`config.mk`:
```
export PLATFORM = sky130hd
export DESIGN_NAME = stream_demux
export DESIGN_NICKNAME = d
export VERILOG_FILES = /design/src/rtl/demux_pkg.sv /design/src/rtl/demux_slot.sv /design/src/rtl/stream_demux.sv
export SDC_FILE = /design/constraint.sdc
export NUM_CORES = 1
export LEC_CHECK = 0
export CORE_ASPECT_RATIO = 1.1
export CORE_MARGIN = 2
export CORE_UTILIZATION = 44
export DETAILED_ROUTE_END_ITERATION = 12
export HOLD_SLACK_MARGIN = 0.15
export PLACE_DENSITY = 0.85
export SLEW_MARGIN = 20
export SYNTH_ARGS = -nofsm -noshare
export SYNTH_HDL_FRONTEND = slang
export SYNTH_HIERARCHICAL = 1
export SYNTH_SLANG_ARGS = --single-unit
```
`constraint.sdc`:
```
create_clock -name clk -period 2.8 [get_ports clk]
set_input_delay 0.42 -clock clk [delete_from_list [all_inputs] [get_ports clk]]
set_output_delay 0.42 -clock clk [all_outputs]
set_load 0.05 [all_outputs]
```
`src/rtl/demux_pkg.sv`:
```
// Shared constants and helpers for the stream demultiplexer.
package demux_pkg;

    // Width of the accepted-word counter.
    localparam int XFER_CNT_WIDTH = 16;

    // Lowest bit of channel k inside a flat bus of w-bit channel words.
    function automatic int unsigned slice_lsb(input int unsigned k, input int unsigned w);
        return k * w;
    endfunction

endpackage

```
`src/rtl/demux_slot.sv`:
```
// One demux output channel: a single valid/data register with load and drain
// control. An empty slot always holds zero data.
module demux_slot #(
    parameter int DAT_WIDTH = 8
) (
    input  logic                 clk,
    input  logic                 rst_n,
    input  logic                 load_i,   // upstream word is written into this slot
    input  logic                 ready_i,  // downstream accept for this slot
    input  logic [DAT_WIDTH-1:0] data_i,
    output logic                 valid_o,
    output logic [DAT_WIDTH-1:0] data_o
);

    logic                 valid_q, valid_d;
    logic [DAT_WIDTH-1:0] data_q,  data_d;
    logic                 drain;

    // ready_i only matters while the slot holds a word.
    assign drain = valid_q && ready_i;

    // Next state: a load wins over a drain, so a same-cycle drain+load keeps
    // the slot full with the new word; a drain alone empties and zeroes it.
    always_comb begin
        valid_d = valid_q;
        data_d  = data_q;
        if (load_i) begin
            valid_d = 1'b1;
            data_d  = data_i;
        end else if (drain) begin
            valid_d = 1'b0;
            data_d  = '0;
        end
    end

    // Slot state register; reset drops any held word.
    always_ff @(posedge clk or negedge rst_n) begin
        if (!rst_n) begin
            valid_q <= 1'b0;
            data_q  <= '0;
        end else begin
            valid_q <= valid_d;
            data_q  <= data_d;
        end
    end

    assign valid_o = valid_q;
    assign data_o  = data_q;

endmodule

```
`src/rtl/stream_demux.sv`:
```
// Stream demultiplexer: routes each upstream word to one of 2**SEL_WIDTH
// single-register output channels, with per-channel valid/ready handshakes
// and a count of accepted words.
module stream_demux
    import demux_pkg::*;
#(
    parameter int DAT_WIDTH = 8,
    parameter int SEL_WIDTH = 4,
    localparam int N        = 2 ** SEL_WIDTH
) (
    input  logic                      clk,
    input  logic                      rst_n,
    input  logic                      in_valid,
    output logic                      in_ready,
    input  logic [DAT_WIDTH-1:0]      in_data,
    input  logic [SEL_WIDTH-1:0]      sel_in,
    output logic [N-1:0]              out_valid,
    input  logic [N-1:0]              out_ready,
    output logic [N*DAT_WIDTH-1:0]    demux_out,
    output logic [XFER_CNT_WIDTH-1:0] xfer_cnt
);

    logic                      accept;
    logic [N-1:0]              load_vec;
    logic [XFER_CNT_WIDTH-1:0] xfer_cnt_q, xfer_cnt_d;

    // Only the addressed channel can stall upstream, and only when it is
    // full and not being drained this cycle. Independent of in_valid.
    assign in_ready = !out_valid[sel_in] || out_ready[sel_in];
    assign accept   = in_valid && in_ready;

    generate
        for (genvar gi = 0; gi < N; gi++) begin : g_slot
            assign load_vec[gi] = accept && (sel_in == SEL_WIDTH'(gi));

            demux_slot #(
                .DAT_WIDTH (DAT_WIDTH)
            ) u_slot (
                .clk     (clk),
                .rst_n   (rst_n),
                .load_i  (load_vec[gi]),
                .ready_i (out_ready[gi]),
                .data_i  (in_data),
                .valid_o (out_valid[gi]),
                .data_o  (demux_out[slice_lsb(gi, DAT_WIDTH) +: DAT_WIDTH])
            );
        end
    endgenerate

    // Accepted-word counter advances once per accept and wraps naturally.
    always_comb begin
        xfer_cnt_d = xfer_cnt_q;
        if (accept) begin
            xfer_cnt_d = xfer_cnt_q + 1'b1;
        end
    end

    // Counter register.
    always_ff @(posedge clk or negedge rst_n) begin
        if (!rst_n) begin
            xfer_cnt_q <= '0;
        end else begin
            xfer_cnt_q <= xfer_cnt_d;
        end
    end

    assign xfer_cnt = xfer_cnt_q;

endmodule

```
# Yosys cells after proc, flatten, opt, wreduce, memory -nomap -nowiden
# Cells that the tools add are included.
[totals]
register_bits = 160
input_bits = 31
output_inout_bits = 161
wordCells = 170
[op_classes]
add_sub_neg = 1
order_cmp = 1
n_eq_ne = 15
n_mux = 68
n_reduce_logical = 52
[ops]
columns = ["op", "n"]
rows = [
  ["8-bit 2-to-1 mux", 32],
  ["1-bit 2-to-1 mux", 34],
  ["1-bit logical AND", 33],
  ["4-bit == test (second input constant)", 8],
  ["2-bit nonzero test", 16],
  ["16-bit by 1-bit adder with 16-bit output (second input constant)", 1],
  ["4-bit by 3-bit == test with 1-bit output (second input constant)", 4],
  ["1-bit binary-select mux with 4-bit select", 2],
  ["4-bit by 2-bit == test with 1-bit output (second input constant)", 2],
  ["4-bit by 5-bit < comparator with 1-bit output (second input constant)", 1],
  ["4-bit by 1-bit == test with 1-bit output (second input constant)", 1],
  ["4-bit zero test", 1],
  ["1-bit zero test", 1],
  ["1-bit logical OR", 1],
]

# Depth between registers and ports, before layout
# Gate-level depths: netlist of run 1.
[depth]
depth_word = 7
ltp_mapped = 11

# Hierarchy
# The synthesis of run 1 kept the hierarchy.
[modules_own_cells]
columns = ["mod", "instances", "cells_per_inst", "area_each_um2", "seq_area_each_um2"]
rows = [
  ["demux_slot", 16, 29, 372.9, 225.2],
  ["stream_demux", 1, 115, 1291.2, 400.4],
]

# Least setup slack after synthesis of run 1
# Ideal clock, no wire load.
[synth_timing]
path_type = "register to register"
from = "register g_slot[1].u_slot.valid_q"
to = "register g_slot[1].u_slot.data_q[3]"
setup_time_ns = 0.121
t_arrival_ns = 2.891
slack_ns = -0.212
path_stages_with_launch = 11
path_buffers = 3
synth_period_minus_slack_ns = 3.012
cell_sequence = "dfrtp_1 > mux4_1 > a22oi_1 > and3_1 > buf_4 > nor2_4 > buf_6 > nor4_1 > buf_4 > nor2b_1 > a22o_1"
[synth_via]
elab_chain_cells = 7
word_cells_on_any_way = 9
cone_classes = "3 x mux; 6 x reduce/logical"
[synth_lines]
columns = ["item", "line", "text"]
rows = [
  ["from (decl)", "demux_slot.sv:15", "logic valid_q, valid_d;"],
  ["from (signal assigned)", "demux_slot.sv:42", "valid_q <= valid_d;"],
  ["1-bit binary-select mux with 4-bit select (*)", "stream_demux.sv:29", "assign in_ready = !out_valid[sel_in] || out_ready[sel_in];"],
  ["1-bit 2-to-1 mux (implied by the code) (*)", "stream_demux.sv:29", ""],
  ["1-bit zero test (*)", "stream_demux.sv:29", ""],
  ["1-bit logical OR (*)", "stream_demux.sv:29", ""],
  ["1-bit logical AND (*)", "stream_demux.sv:30", "assign accept = in_valid && in_ready;"],
  ["1-bit logical AND (*)", "stream_demux.sv:34", "assign load_vec[gi] = accept && (sel_in == SEL_WIDTH'(gi));"],
  ["net load_vec[1]", "stream_demux.sv:24", "logic [N-1:0] load_vec;"],
  ["8-bit 2-to-1 mux / 2-bit nonzero test (equally long branches)", "-", ""],
  ["to (signal assigned)", "demux_slot.sv:43", "data_q <= data_d;"],
  ["to (decl)", "demux_slot.sv:16", "logic [DAT_WIDTH-1:0] data_q, data_d;"],
]
# Mark *: on every way through the listed nets, which the timed path passes. The rest lies on a longest branch. The select of a mux whose other input is x is not followed.
# A chain may end at the register's enable or synchronous reset.

# Final worst setup path of run 1
[layout_timing]
from = "input out_ready[0]"
to = "output in_ready"
[layout_via]
elab_chain_cells = 3
[layout_lines]
columns = ["item", "line", "text"]
rows = [
  ["from (decl)", "stream_demux.sv:18", "input logic [N-1:0] out_ready,"],
  ["1-bit binary-select mux with 4-bit select", "stream_demux.sv:29", ""],
  ["1-bit 2-to-1 mux (implied by the code)", "stream_demux.sv:29", ""],
  ["1-bit logical OR", "stream_demux.sv:29", ""],
  ["to (decl)", "stream_demux.sv:14", "output logic in_ready,"],
]
# Every way passes these cells. The select of a mux whose other input is x is not followed.

==> metrics.md, run 1 <==
| Metric | Value |
|---|---|
| Power share of the sequential group | 0.347 |
| Total CTS buffers | 17 |
| Final hold violation count | 0 |
| Worst setup slack for register-to-register paths | ~0.15 ns |
| Max-capacitance violation count | 0 |
| Summed area of non-filler cells in the final layout | ~0.011 sq mm |
| Launch instance of the worst min-delay path | xfer_cnt[14]$_DFFE_PN0P_ |
| Vertical extent of the die | between 100 and 150 um |
| Total die area | around 0.018 sq mm |
| Clk Latency, worst-skew pair | ~0.43 ns |
| Clock power share | 0.280 |
| FF-to-FF End | g_slot[6].u_slot/data_o[3]$_DFFE_PN0P_ |
| Number of max-slew violations in the final report | 0 |
| Fraction of the yosys area taken by sequential cells | 0.552 |
| P_int | around 0.0054 W |
| Source of the critical timing path | out_ready[0] |
| Lkg Pwr | 5.22 nW |
| Slew HR | 0.229 |
| Most frequent cell after synthesis | dfrtp_1 |
| Number of nets produced by synthesis | 611 |
| Leading cell types by count after synthesis | 160 x dfrtp_1, 128 x a22o_1, 66 x nor2b_1, 64 x and2b_1, 20 x nand2_1 |
| Clock tree skew after final layout | 0.0116 ns |
| Mapped Cells | just under 600 |
| Synth async-reset ratio | 1.00 |
| Total clock sinks | 160 |
| Largest net degree at the start of global routing | 73 |
| Number of global-route vias before repair | between 5k and 6k |
| TNS Setup | 0 ns |
| Worst Path Required | roughly 2.4 ns |
| Routed length per instance | approximately 20 um |
| Power density cells | 803 mW/mm^2 |
| Vias per Instance | around 5.5 |
| Area leader, netlist | dfrtp_1 |
| Max Clock Freq | ~370 MHz |
| Chip width | around 130 um |
| Net count, final | between 800 and 900 |
| Number of enable-type register cells in the synthesized netlist | 0 |
| Portion of synthesized cell area occupied by the leading cell type | 0.552 |
| Detailed Routing Iterations Pass 1 | 5 |
| Clk slew on worst S/H paths | roughly 0.06 ns |
| Standard-cell rows | 49 |
| Count of different cell masters after synthesis | 36 |
| Clock Tree Root | clkbuf_16 |
| Residual DRC | 0 |
| RSZ-0062 raised after global routing | false |
| Final weighted congestion in routability-driven placement | 0.822 |
| Fraction of final layout cells sized beyond drive strength 1 | 0.180 |
| I/O pin total | 192 |
| Largest driver fanout on the critical path | 9 |
| Worst setup slack after placement | -0.619 ns |
| Wire length of the first global-routing pass | roughly 33 mm |
| Leading register cell type out of synthesis | dfrtp_1 |
| Type of the most critical hold path | reg2reg |
| Number of warnings reported in the yosys synthesis log | 6 |
| Startpoint-to-endpoint class of the critical path | in2out |
| Final-report setup violation count | 0 |
| Count of antenna-violating nets left after detailed routing | 0 |
| Bufs on Longest Clock Path | 2 |
| Antenna violations before repair | 1 |
| Utilization after layout | 0.662 |
| Initial detailed-routing violation count | 392 |
| Number of buffers added on ports | 191 |
| Core Box Area | between 0.015 and 0.02 sq mm |
| Number of vias after detailed routing | roughly 5.8k |
| Status | finished clean |
| Total wirelength of the detailed-routed design | between 20 and 25 mm |
| Crit path arrival time | around 2.3 ns |
| Number of cells traversed by the worst register-to-register path | 9 |
| Endpoint of the worst setup timing path | in_ready |
| Global routing usage summed across all routing layers | 0.244 |
| GR Overflow Total | 0 |
| Placement-stage cell area | around 0.010 sq mm |
| Switching share of power | 0.373 |
| Shortest clock period the worst path allows after layout | about 2.7 ns |
| CTS tree | built |
| Fraction of power consumed by combinational cells | 0.373 |
| Initial Utilization | 0.447 |
| Hpwl dp | between 10 and 15 mm |
| Net switching power figure | around 0.0032 W |
| PnR worst setup slack | roughly 0.12 ns |
| Final period util | 0.959 |
| Worst Setup Start Kind | input pin |
| Synth Cell Area | 0.00726 sq mm |
| Beginning of the worst register-to-register path | g_slot[0].u_slot/valid_o$_DFFE_PN0P_ |
| Number of flip-flops and latches in the synthesized netlist | 160 |
| Post-Syn Area per Cell | 12.5 sq um |
| Transition time at the pin with the least slew margin | 1.15 ns |
| IR drop worst, VDD | ~0.44 mV |
| Largest cells by area after synthesis | dfrtp_1 55%, a22o_1 15%, and2b_1 6.6%, nor2b_1 5.7%, mux4_2 1.9% |
| Depth of the CTS H-tree | 4 |
| Layout-stage area growth over the synthesis result | 48.1% |
| Final antenna diode count | 0 |
| Endpoint kind of the worst setup timing path | output port |
==> kinds of logic (layout without fill, tap and decap cells) <==
family | after synthesis | after routing | share of synthesized area
simple gates | 190 | 190 | 0.172
compound gates | 161 | 161 | 0.194
flops | 160 | 160 | 0.552
buf+inv | 43 | 327 | 0.0353
xor+xnor | 15 | 15 | 0.0181
mux | 9 | 9 | 0.0274
fa+ha+maj | 1 | 1 | 0.00172
==> cell type report <==
class / instances / area [sq um]
Tap cell: 204 / 255
Multi-Input combinational cell: 376 / 3140
Timing Repair Buffer: 278 / 2670
Sequential cell: 160 / 4000
Fill cell: 1162 / 5500
Clock inverter: 9 / 130
Inverter: 17 / 63.8
Clock buffer: 23 / 488
==> worst min-delay path by stage <==
stage          slack [ns]  depth (start not counted)                                     end
3_3_place_gp         0.46                          1                xfer_cnt[15]$_DFFE_PN0P_
2_1_floorplan        0.12                          0  g_slot[0].u_slot/data_o[0]$_DFFE_PN0P_
5_1_grt              0.51                          1                xfer_cnt[15]$_DFFE_PN0P_
4_1_cts              0.50                          1                xfer_cnt[14]$_DFFE_PN0P_
6_report             0.50                          1                xfer_cnt[14]$_DFFE_PN0P_
3_5_place_dp         0.48                          1                xfer_cnt[15]$_DFFE_PN0P_
==> what timing repair did <==
action	in CTS	in global routing
setup buffers	0	6
gates cloned	0	1
endpoints found under the hold margin	69	0
hold buffers	1	0
resized for setup	1	6
setup endpoints to repair	85	20
==> power by group through the flow <==
stage	Clock (W)	Sequential [W]	Combinational, W
2_1_floorplan	0	0.00433	0.000699
3_3_place_gp	0	0.00302	0.00316
3_5_place_dp	0	0.00302	0.00322
4_1_cts	0.00244	0.00299	0.00323
5_1_grt	0.00254	0.00304	0.00335
6_report	0.00242	0.00299	0.00322
==> placed cells by master (no fill, tap or decap), drive strengths merged <==
cell type      count
bufinv             3
clkdlybuf4s15      1
and2               2
nand3              4
a22oi              2
dfrtp            160
a22o             128
a21o              16
nand2             20
and3               7
clkbuf            24
o21ai              5
or2                1
inv               17
nand2b             3
and2b             64
nor2b             66
o211ai             3
nor2               2
nor3               4
nor4b              4
buf               87
dlymetal6s2s       1
and4               5
mux4               8
clkinvlp           1
mux2               1
xnor2             15
ha                 1
nor4               8
dlygate4sd3        1
clkdlybuf4s50    187
clkinv             5
o2111ai            7
==> layer usage <==
metal	routed length, um	vias to the layer above	GRT usage
met5	10	-	0
met4	484	2	0.0775
met3	1460	47	0.0575
met2	10400	233	0.392
met1	9290	2889	0.328
li1	-	2654	-
==> stage by stage <==
stage	cells	power, W	hold slack (ns)
6_report	1067	0.00863	0.500
3_5_place_dp	1027	0.00623	0.481
3_3_place_gp	1027	0.00618	0.461
2_1_floorplan	579	0.00503	0.124
5_1_grt	1067	0.00893	0.514
4_1_cts	1060	0.00866	0.504
==> registers in the layout, summed over array words and instances (netlist names) <==
register and flops:
g_slot.u_slot/data_o 128, g_slot.u_slot/valid_o 16, xfer_cnt 16
==> worst max-delay path: stages <==
cell and delay, ns:
clkdlybuf4s50_1 0.47, mux4_2 0.50, a22oi_2 0.25, nand3_4 0.11, nor2_4 0.15, buf_12 0.16, inv_1 0.07, buf_12 0.15
Power figures use the tool's default switching activity.
==> run 2, diff against run 1 <==
- CORE_UTILIZATION: 44 -> 53
- PLACE_DENSITY: 0.85 -> 0.95
- clock period: 2.8 -> 3.1 ns (I/O delays scaled with it)
==> run 2 against run 1 <==
Clock power shrank 16%. Non-clock buffer count is 25 lower. First-iteration DRC count is 69% higher. Combinational power fell by 9.3%. Die area shrank 16%. Count of clock-buffer cells in the layout shrank 2. Critical endpoint unchanged. Largest cell class unchanged.
==> metrics.md, run 2 (synthesis results as in run 1) <==
| Metric | Value |
|---|---|
| Chip width | roughly 120 um |
| Net count, final | 857 |
| Startpoint-to-endpoint class of the critical path | in2out |
| Final antenna diode count | 0 |
| Final-report setup violation count | 0 |
| Wire length of the first global-routing pass | around 36 mm |
| TNS Setup | 0 ns |
| Sequential cell area in the final layout | ~0.0040 sq mm |
| Largest driver fanout on the critical path | 7 |
| Core Box Area | 0.0133 sq mm |
| Status | finished clean |
| Depth of the CTS H-tree | 4 |
| Transition time at the pin with the least slew margin | 1.15 ns |
| CTS tree | built |
| Max-capacitance violation count | 0 |
| Fraction of final layout cells sized beyond drive strength 1 | 0.146 |
| Antenna violations before repair | 0 |
| Hpwl dp | around 16 mm |
| Clock tree skew after final layout | between 0.01 and 0.015 ns |
| Number of max-slew violations in the final report | 0 |
| Bufs on Longest Clock Path | 2 |
| IR drop worst, VDD | approximately 0.42 mV |
| Initial Utilization | 0.547 |
| Vias per Instance | 5.97 |
| Commonest cells after routing, fill and taps aside | 188 x clkdlybuf4s50_1, 160 x dfrtp_1, 128 x a22o_1 |
| Type of the most critical hold path | reg2reg |
| Number of buffers added on ports | 191 |
| Residual DRC | 0 |
| Count of fill cells added during filler insertion | 778 |
| Count of antenna-violating nets left after detailed routing | 0 |
| Power density cells | around 740 mW/mm^2 |
| Crit path arrival time | roughly 2.6 ns |
| Total power after layout | 0.00767 W |
| Vertical extent of the die | 127 um |
| Clk Latency, worst-skew pair | around 0.43 ns |
| Number of vias after detailed routing | 6,100 |
| Final weighted congestion in routability-driven placement | between 0.8 and 0.9 |
| Routed length per instance | around 22 um |
| Clock Tree Root | clkbuf_16 |
| Number of flip-flops under the largest register name | roughly 130 |
| Total die area | 0.0146 sq mm |
| Total clock sinks | 160 |
| Detailed Routing Iterations Pass 1 | 5 |
| Worst Path Required | 2.63 ns |
| Slew HR | 0.233 |
| Final hold violation count | 0 |
| Shortest clock period the worst path allows after layout | between 3 and 4 ns |
| PnR worst setup slack | about 0.065 ns |
| I/O pin total | 192 |
| Final period util | 0.979 |
| Standard-cell rows | 44 |
| Number of global-route vias before repair | between 6k and 7k |
| Most common cell after layout, fill and taps aside | clkdlybuf4s50_1 |
| Total CTS buffers | 17 |
| Max Clock Freq | between 300 and 400 MHz |
| Lkg Pwr | 5.05 nW |
| Worst Setup Start Kind | input pin |
| Worst setup slack after placement | -0.284 ns |
| GR Overflow Total | 0 |
| Post-CTS Repair Setup Buffers | 0 |
| Endpoint kind of the worst setup timing path | output port |
| Total wirelength of the detailed-routed design | between 20 and 25 mm |
| RSZ-0062 raised after global routing | false |
| Clk slew on worst S/H paths | approximately 0.060 ns |
| Largest net degree at the start of global routing | 78 |
| Utilization after layout | 0.784 |
| Area taken by multi-input logic gates | 0.00307 sq mm |
| Layout-stage area growth over the synthesis result | 43.3% |
| Global routing usage summed across all routing layers | 0.321 |
| Initial detailed-routing violation count | about 660 |
==> run 2: changes by cell type in the layout (fill, tap and decap cells not counted), sizes merged <==
cell	change
buf	-24
clkdlybuf4s15	-1
dlygate4sd2	+1
clkbuf	-3
clkdlybuf4s50	+1
clkinv	+3
bufinv	-1
dlymetal6s2s	-1
==> run 2: worst max-delay path: stages <==
cell             delay [ns]
clkdlybuf4s50_1        0.61
buf_4                  0.21
buf_4                  0.13
mux4_2                 0.29
nand3_1                0.14
nand3_4                0.11
nor2_4                 0.16
buf_4                  0.20
inv_1                  0.09
buf_12                 0.15
==> run 2: what timing repair did <==
item	CTS	global route
resized for setup	1	0
hold buffers	1	0
hold endpoints to repair	74	0
endpoints found under the setup margin	1	0
==> run 2: final cells by class <==
class                           instances  area share
Clock buffer                           21      0.0433
Clock inverter                         11      0.0111
Inverter                               17     0.00614
Multi-Input combinational cell        376       0.295
Sequential cell                       160       0.385
Tap cell                              184      0.0221
Timing Repair Buffer                  253       0.237
==> run 2: worst paths after layout <==
kind	start	endpoint	slack, ns	depth (start not counted)
setup / recovery	sel_in[1]	in_ready	0.06	10
hold / removal	xfer_cnt[15]$_DFFE_PN0P_	xfer_cnt[15]$_DFFE_PN0P_	0.48	1
setup reg to reg	g_slot[0].u_slot/valid_o$_DFFE_PN0P_	g_slot[4].u_slot/data_o[7]$_DFFE_PN0P_	0.31	9
hold reg to reg	xfer_cnt[15]$_DFFE_PN0P_	xfer_cnt[15]$_DFFE_PN0P_	0.48	1
max in group asynchronous	rst_n	g_slot[13].u_slot/data_o[0]$_DFFE_PN0P_	1.65	3
min in group asynchronous	rst_n	g_slot[8].u_slot/data_o[7]$_DFFE_PN0P_	0.65	2
==> run 2: per-layer routing <==
layer	vias to the layer above	track usage	wire length, um
met5	-	0	0
met4	0	0.118	707
met3	62	0.0731	1760
met2	340	0.514	11300
met1	3090	0.428	9180
li1	2608	-	-
==> run 2: power breakdown <==
part	leakage [nW]	internal, W	switching, W
registers	2.11	0.00244	0.000273
logic	2.66	0.00107	0.00185
clock network	0.280	0.00120	0.000834
==> run 2: metrics by stage <==
stage | hold WS (ns) | cell area [sq um] | std cells
finish | 0.480 | 10400 | 1022
global route | 0.499 | 10400 | 1022
CTS | 0.480 | 10400 | 1022
detailed placement | 0.468 | 9830 | 989
global placement | 0.462 | 9830 | 989
floorplan | 0.169 | 7260 | 579
==> edit 1, RTL diff (config.mk and constraints of run 1) <==
Set the parameter `SEL_WIDTH` to 3 (it was 4).
--- a/src/rtl/stream_demux.sv
+++ b/src/rtl/stream_demux.sv
@@ -5,7 +5,7 @@
     import demux_pkg::*;
 #(
     parameter int DAT_WIDTH = 8,
-    parameter int SEL_WIDTH = 4,
+    parameter int SEL_WIDTH = 3,
     localparam int N        = 2 ** SEL_WIDTH
 ) (
     input  logic                      clk,
Interface: changed (resized demux_out, out_ready, out_valid and sel_in); port bits go from 192 to 111. The function was not compared with the original's and may differ.
==> edit 1 against run 1 <==
Sequential share of layout area is 2.8 points higher. Die area is 44% lower. Sequential cell count is 72 lower. Synthesized cell count is 43% lower. Core utilization is 3.8 points lower. Total power is 51% lower. Cell area is 49% lower. Maximum frequency is 1.1% higher. Synthesized area is 45% lower. Worst setup slack better by 0.029 ns. Routed wire length is 55% lower. Critical endpoint unchanged.
==> edit 1: results (changes against run 1) <==
Status
  • Status: finished clean (unchanged)

Global routing
  • Vias in the first global route: 3045 (was 5878)
  • Global-route wire length before repair: 15860 um (was 33150 um)
  • Initial antenna violation count: 0 (was 1)
  • Global Route Usage Sum: 20.58% (was 24.38%)
  • Largest net degree at the start of global routing: 48 (was 73)

Final layout
  • Antenna cells: 0 (unchanged)
  • Share of cells above drive strength 1: 9.409% (was 17.96%)
  • Final net count: 475 (was 882)
  • Max FFs per register: 64 (was 128)

Logic synthesis
  • Register area share after synthesis: 55.21% (was 55.17%)
  • Synth warnings: 6 (unchanged)
  • Fraction of registers with async set/reset: 100.0% (unchanged)
  • Synth Net Count: 351 (was 611)
  • Synth top area share: 55.21% (was 55.17%)
  • Largest cells by area after synthesis: dfrtp_1 (55%), a22o_1 (14%), and2b_1 (6.0%) (was dfrtp_1 (55%), a22o_1 (15%), and2b_1 (6.6%))
  • Synth top cells by count: dfrtp_1 (88), a22o_1 (64), nor2b_1 (34) (was dfrtp_1 (160), a22o_1 (128), nor2b_1 (66))
  • Unique masters post-synth: 27 (was 36)
  • Ys flop type: dfrtp_1 (unchanged)

Critical path
  • Crit-path max FO: 14 (was 9)
  • Worst Path Arrival: 2.24 ns (was 2.26 ns)

Clock tree
  • Clock-pin slew on the worst setup and hold paths: 0.08 ns (was 0.06 ns)
  • CTS max path bufs: 2 (unchanged)
  • CTS root buf: clkbuf_8 (was clkbuf_16)
  • Buffer count from post-CTS setup fixing: 0 (unchanged)
  • Clock Latency Late Sink: 0.35 ns (was 0.43 ns)
  • Num CTS Buffers: 9 (was 17)
  • H-tree depth: 3 (was 4)
  • Post-CTS sizing: 0 (was 1)
  • Clock sink total: 88 (was 160)
  • CTS Hold Bufs: 1 (unchanged)

Power
  • Leak: 2.682 nW (was 5.224 nW)
  • Peak VDD IR: 0.0003569 V (was 0.0004379 V)

Timing
  • Layout Skew: 0.009149 ns (was 0.01164 ns)
  • Least-Margin Pin Slew: 0.5602 ns (was 1.152 ns)

Route
  • First DRT Iteration DRCs: 122 (was 392)
  • Vias per cell: 5.306 (was 5.459)
  • Pre-antenna DRT Iters: 4 (was 5)
  • DR WL/cell: 16.98 um (was 20.24 um)

Place
  • Placed cell areas: 5291 sq um (was 10050 sq um)
  • Post-DP HPWL: 6990 um (was 14740 um)
  • Gp weighted congestion: 0.8285 (was 0.8220)
  • Place WS: 0.02543 ns (was -0.6188 ns)
  • PortBufs: 110 (was 191)

Hold path
  • Hold Crit Class: reg -> reg (unchanged)
edit 1: cell types whose count changed after synthesis, moves of 6 or more:
cell,delta
dfrtp_1,-72
and2_1,+6
xnor2_1,-14
a21o_1,-8
mux2i_1,+8
xor2_1,+14
and2b_1,-32
buf_4,-9
inv_1,-9
a22o_1,-64
mux4_2,-6
nor2b_1,-32
edit 1: power by group:
part,total [W],internal (W),switching (W)
Clock,0.000895,0.000429,0.000466
Sequential,0.00164,0.00148,0.000163
Combinational,0.00169,0.000627,0.00107
Total,0.00423,0.00253,0.00170
edit 1: final timing paths:
check,startpoint,end,slack (ns),cells past startpoint
worst max-delay path,sel_in[1],in_ready,0.14,8
worst max register to register,g_slot[6].u_slot/valid_o,g_slot[6].u_slot/data_o[5],0.75,7
worst min-delay path,xfer_cnt[15],xfer_cnt[15],0.47,1
min in group asynchronous,rst_n,g_slot[0].u_slot/data_o[2],0.61,2
worst min register to register,xfer_cnt[15],xfer_cnt[15],0.47,1
max in group asynchronous,rst_n,g_slot[2].u_slot/data_o[6],1.55,3
edit 1: cell type report:
cell class | instances | area (sq um)
inverters | 9 | 33.78
repair buffers | 123 | 1246
clock inverters | 6 | 75.07
clock buffers | 10 | 127.6
multi-input cells | 221 | 1677
well taps | 114 | 142.6
fillers | 697 | 3324
flip-flops and latches | 88 | 2202
edit 1: logic make-up after synthesis:
logic type	after synthesis	synth area share [%]
buffers and inverters	19	2.917
multiplexers	11	2.854
AND/OR/NAND/NOR	119	18.73
flip-flops	88	55.21
XOR/XNOR	15	3.294
adder cells (fa/ha/maj)	1	0.3136
AO/OA/AOI/OAI	75	16.69
edit 1: metal layers:
| layer | vias up | wire length, um | global-route usage (%) |
|---|---|---|---|
| met5 | - | 0 | 0 |
| met4 | 0 | 50 | 4.348 |
| met3 | 4 | 596 | 5.000 |
| met2 | 95 | 4398 | 31.21 |
| met1 | 1512 | 4648 | 30.14 |
| li1 | 1419 | - | - |
edit 1: through the flow:
stage                     power (W)  std cells
after floorplan            0.002744        328
after global placement     0.003333        554
after detailed placement   0.003363        554
after CTS                  0.004274        571
after global routing       0.004432        571
final                      0.004232        571
edit 1: worst max-delay path, cell delays in order:
cell and delay (ns):
clkdlybuf4s50_1 0.52, buf_12 0.15, mux2i_1 0.24, a22oi_2 0.13, o22ai_4 0.24, buf_4 0.26, inv_2 0.07, buf_4 0.19
==> edit 2, RTL diff (settings of run 1) <==
Without the edit above. `data_q` no longer has a reset.
--- a/src/rtl/demux_slot.sv
+++ b/src/rtl/demux_slot.sv
@@ -37,11 +37,13 @@
     always_ff @(posedge clk or negedge rst_n) begin
         if (!rst_n) begin
             valid_q <= 1'b0;
-            data_q  <= '0;
         end else begin
             valid_q <= valid_d;
-            data_q  <= data_d;
         end
+    end
+
+    always_ff @(posedge clk) begin
+        data_q <= data_d;
     end
 
     assign valid_o = valid_q;
Check against the original RTL: not equivalent (Yosys sat finds a counterexample within 4 cycles, from zero or initial values and one cycle with rst_n low).
==> edit 2 against run 1 <==
Cell area shrank 9.5%. Worst setup slack gained 0.018 ns. Hold slack lost 0.022 ns. Critical path depth is the same. Synthesized area shrank 8.0%. Routed wire length shrank 21%. Sequential cell count is the same.
Power is not compared: it rests on default switching activity, and its combinational part moved more than twofold at a synthesized area within 25%.
==> edit 2: results (changes against run 1) <==
Status
  • Status: finished clean (unchanged)

Clock tree
  • Post-CTS sizing: 7 (was 1)
  • Buffer count from post-CTS setup fixing: 2 (was 0)
  • Clock-pin slew on the worst setup and hold paths: 0.05 ns

Route
  • Routed wl met2: 8866 um (was 10350 um)
  • First DRT Iteration DRCs: 260 (was 392)
  • Metal-1 WL: 6584 um (was 9290 um)
  • Pre-antenna DRT Iters: 4 (was 5)
  • Met3 WL: 1406 um (was 1456 um)
  • Top sig layer: met4 (was met5)
  • Vias per cell: 5.020 (was 5.459)
  • DR WL/cell: 19.33 um (was 20.24 um)

Place
  • Gp weighted congestion: 0.8202 (was 0.8220)
  • Placed cell areas: 9074 sq um (was 10050 sq um)
  • Post-DP HPWL: 12120 um (was 14740 um)
  • Place WS: -0.5301 ns (was -0.6188 ns)

Global routing
  • Global Route Usage Sum: 22.06% (was 24.38%)
  • Vias in the first global route: 4625 (was 5878)
  • M2 GR Usage: 37.14% (was 39.15%)
  • Largest net degree at the start of global routing: 33 (was 73)
  • GR Util met3: 6.978% (was 5.748%)
  • Global-route wire length before repair: 26310 um (was 33150 um)

Critical path
  • R2R setup slack: 0.17 ns (was 0.15 ns)
  • FF-to-FF End: g_slot[14].u_slot/data_o[1] (was g_slot[6].u_slot/data_o[3])
  • RR Startpoint: g_slot[1].u_slot/valid_o (was g_slot[0].u_slot/valid_o)
  • Crit-path slowest cell: clkdlybuf4s50_1 (was mux4_2)
  • Worst Path Arrival: 2.25 ns
  • CP max stage delay: 0.60 ns (was 0.50 ns)
  • Critical Path Start: sel_in[1] (was out_ready[0])
  • Depth of the most critical reg-to-reg path: 8 (was 9)

Timing
  • Layout Skew: 0.008033 ns (was 0.01164 ns)
  • Final worst slack: 0.1329 ns (was 0.1152 ns)
  • Hold WS: 0.4779 ns (was 0.4997 ns)

Logic synthesis
  • Unique masters post-synth: 35 (was 36)
  • Synth Net Count: 467 (was 611)
  • Register area share after synthesis: 69.57% (was 55.17%)
  • Synth top cells by count: and2_1 (130), edfxtp_1 (128), a21o_2 (32), dfrtp_1 (32), inv_1 (17) (was dfrtp_1 (160), a22o_1 (128), nor2b_1 (66))
  • Mapped Cells: 435 (was 579)
  • Largest cells by area after synthesis: edfxtp_1 (58%), and2_1 (12%), dfrtp_1 (12%) (was dfrtp_1 (55%), a22o_1 (15%), and2b_1 (6.6%))
  • Post-synth EDFFs: 128 (was 0)
  • Fraction of registers with async set/reset: 20.00% (was 100.0%)

Final layout
  • Final instance count without filler cells: 888 (was 1067)
  • Final net count: 711 (was 882)

Hold path
  • Hold Crit Class: reg -> reg (unchanged)
  • Beginning of the worst hold path: xfer_cnt[15] (was xfer_cnt[14])

Floorplan
  • # rows: 47 (was 49)
-- edit 2: final cells by class --
class                   instances  area, sq um
well taps                     196        245.2
multi-input cells             248         1934
repair buffers                235         2248
inverters                      17        63.81
clock inverters                 6        107.6
fillers                      1097         5204
clock buffers                  26        489.2
flip-flops and latches        160         4644
-- edit 2: power groups by stage --
stage          combinational [W]  sequential [W]  clock, W
2_1_floorplan           0.000211         0.00319         0
3_3_place_gp            0.000989         0.00281         0
3_5_place_dp             0.00101         0.00281         0
4_1_cts                  0.00102         0.00277   0.00235
5_1_grt                  0.00106         0.00278   0.00245
6_report                 0.00102         0.00277   0.00232
-- edit 2: kinds of logic (layout without fill, tap and decap cells) --
family	after synthesis	in the layout	share of synthesized area, %
XOR/XNOR	15	15	1.968
AND/OR/NAND/NOR	174	174	16.57
AO/OA/AOI/OAI	49	49	6.690
multiplexers	9	9	2.980
flip-flops	160	160	69.57
buffers and inverters	27	284	2.043
adder cells (fa/ha/maj)	1	1	0.1874
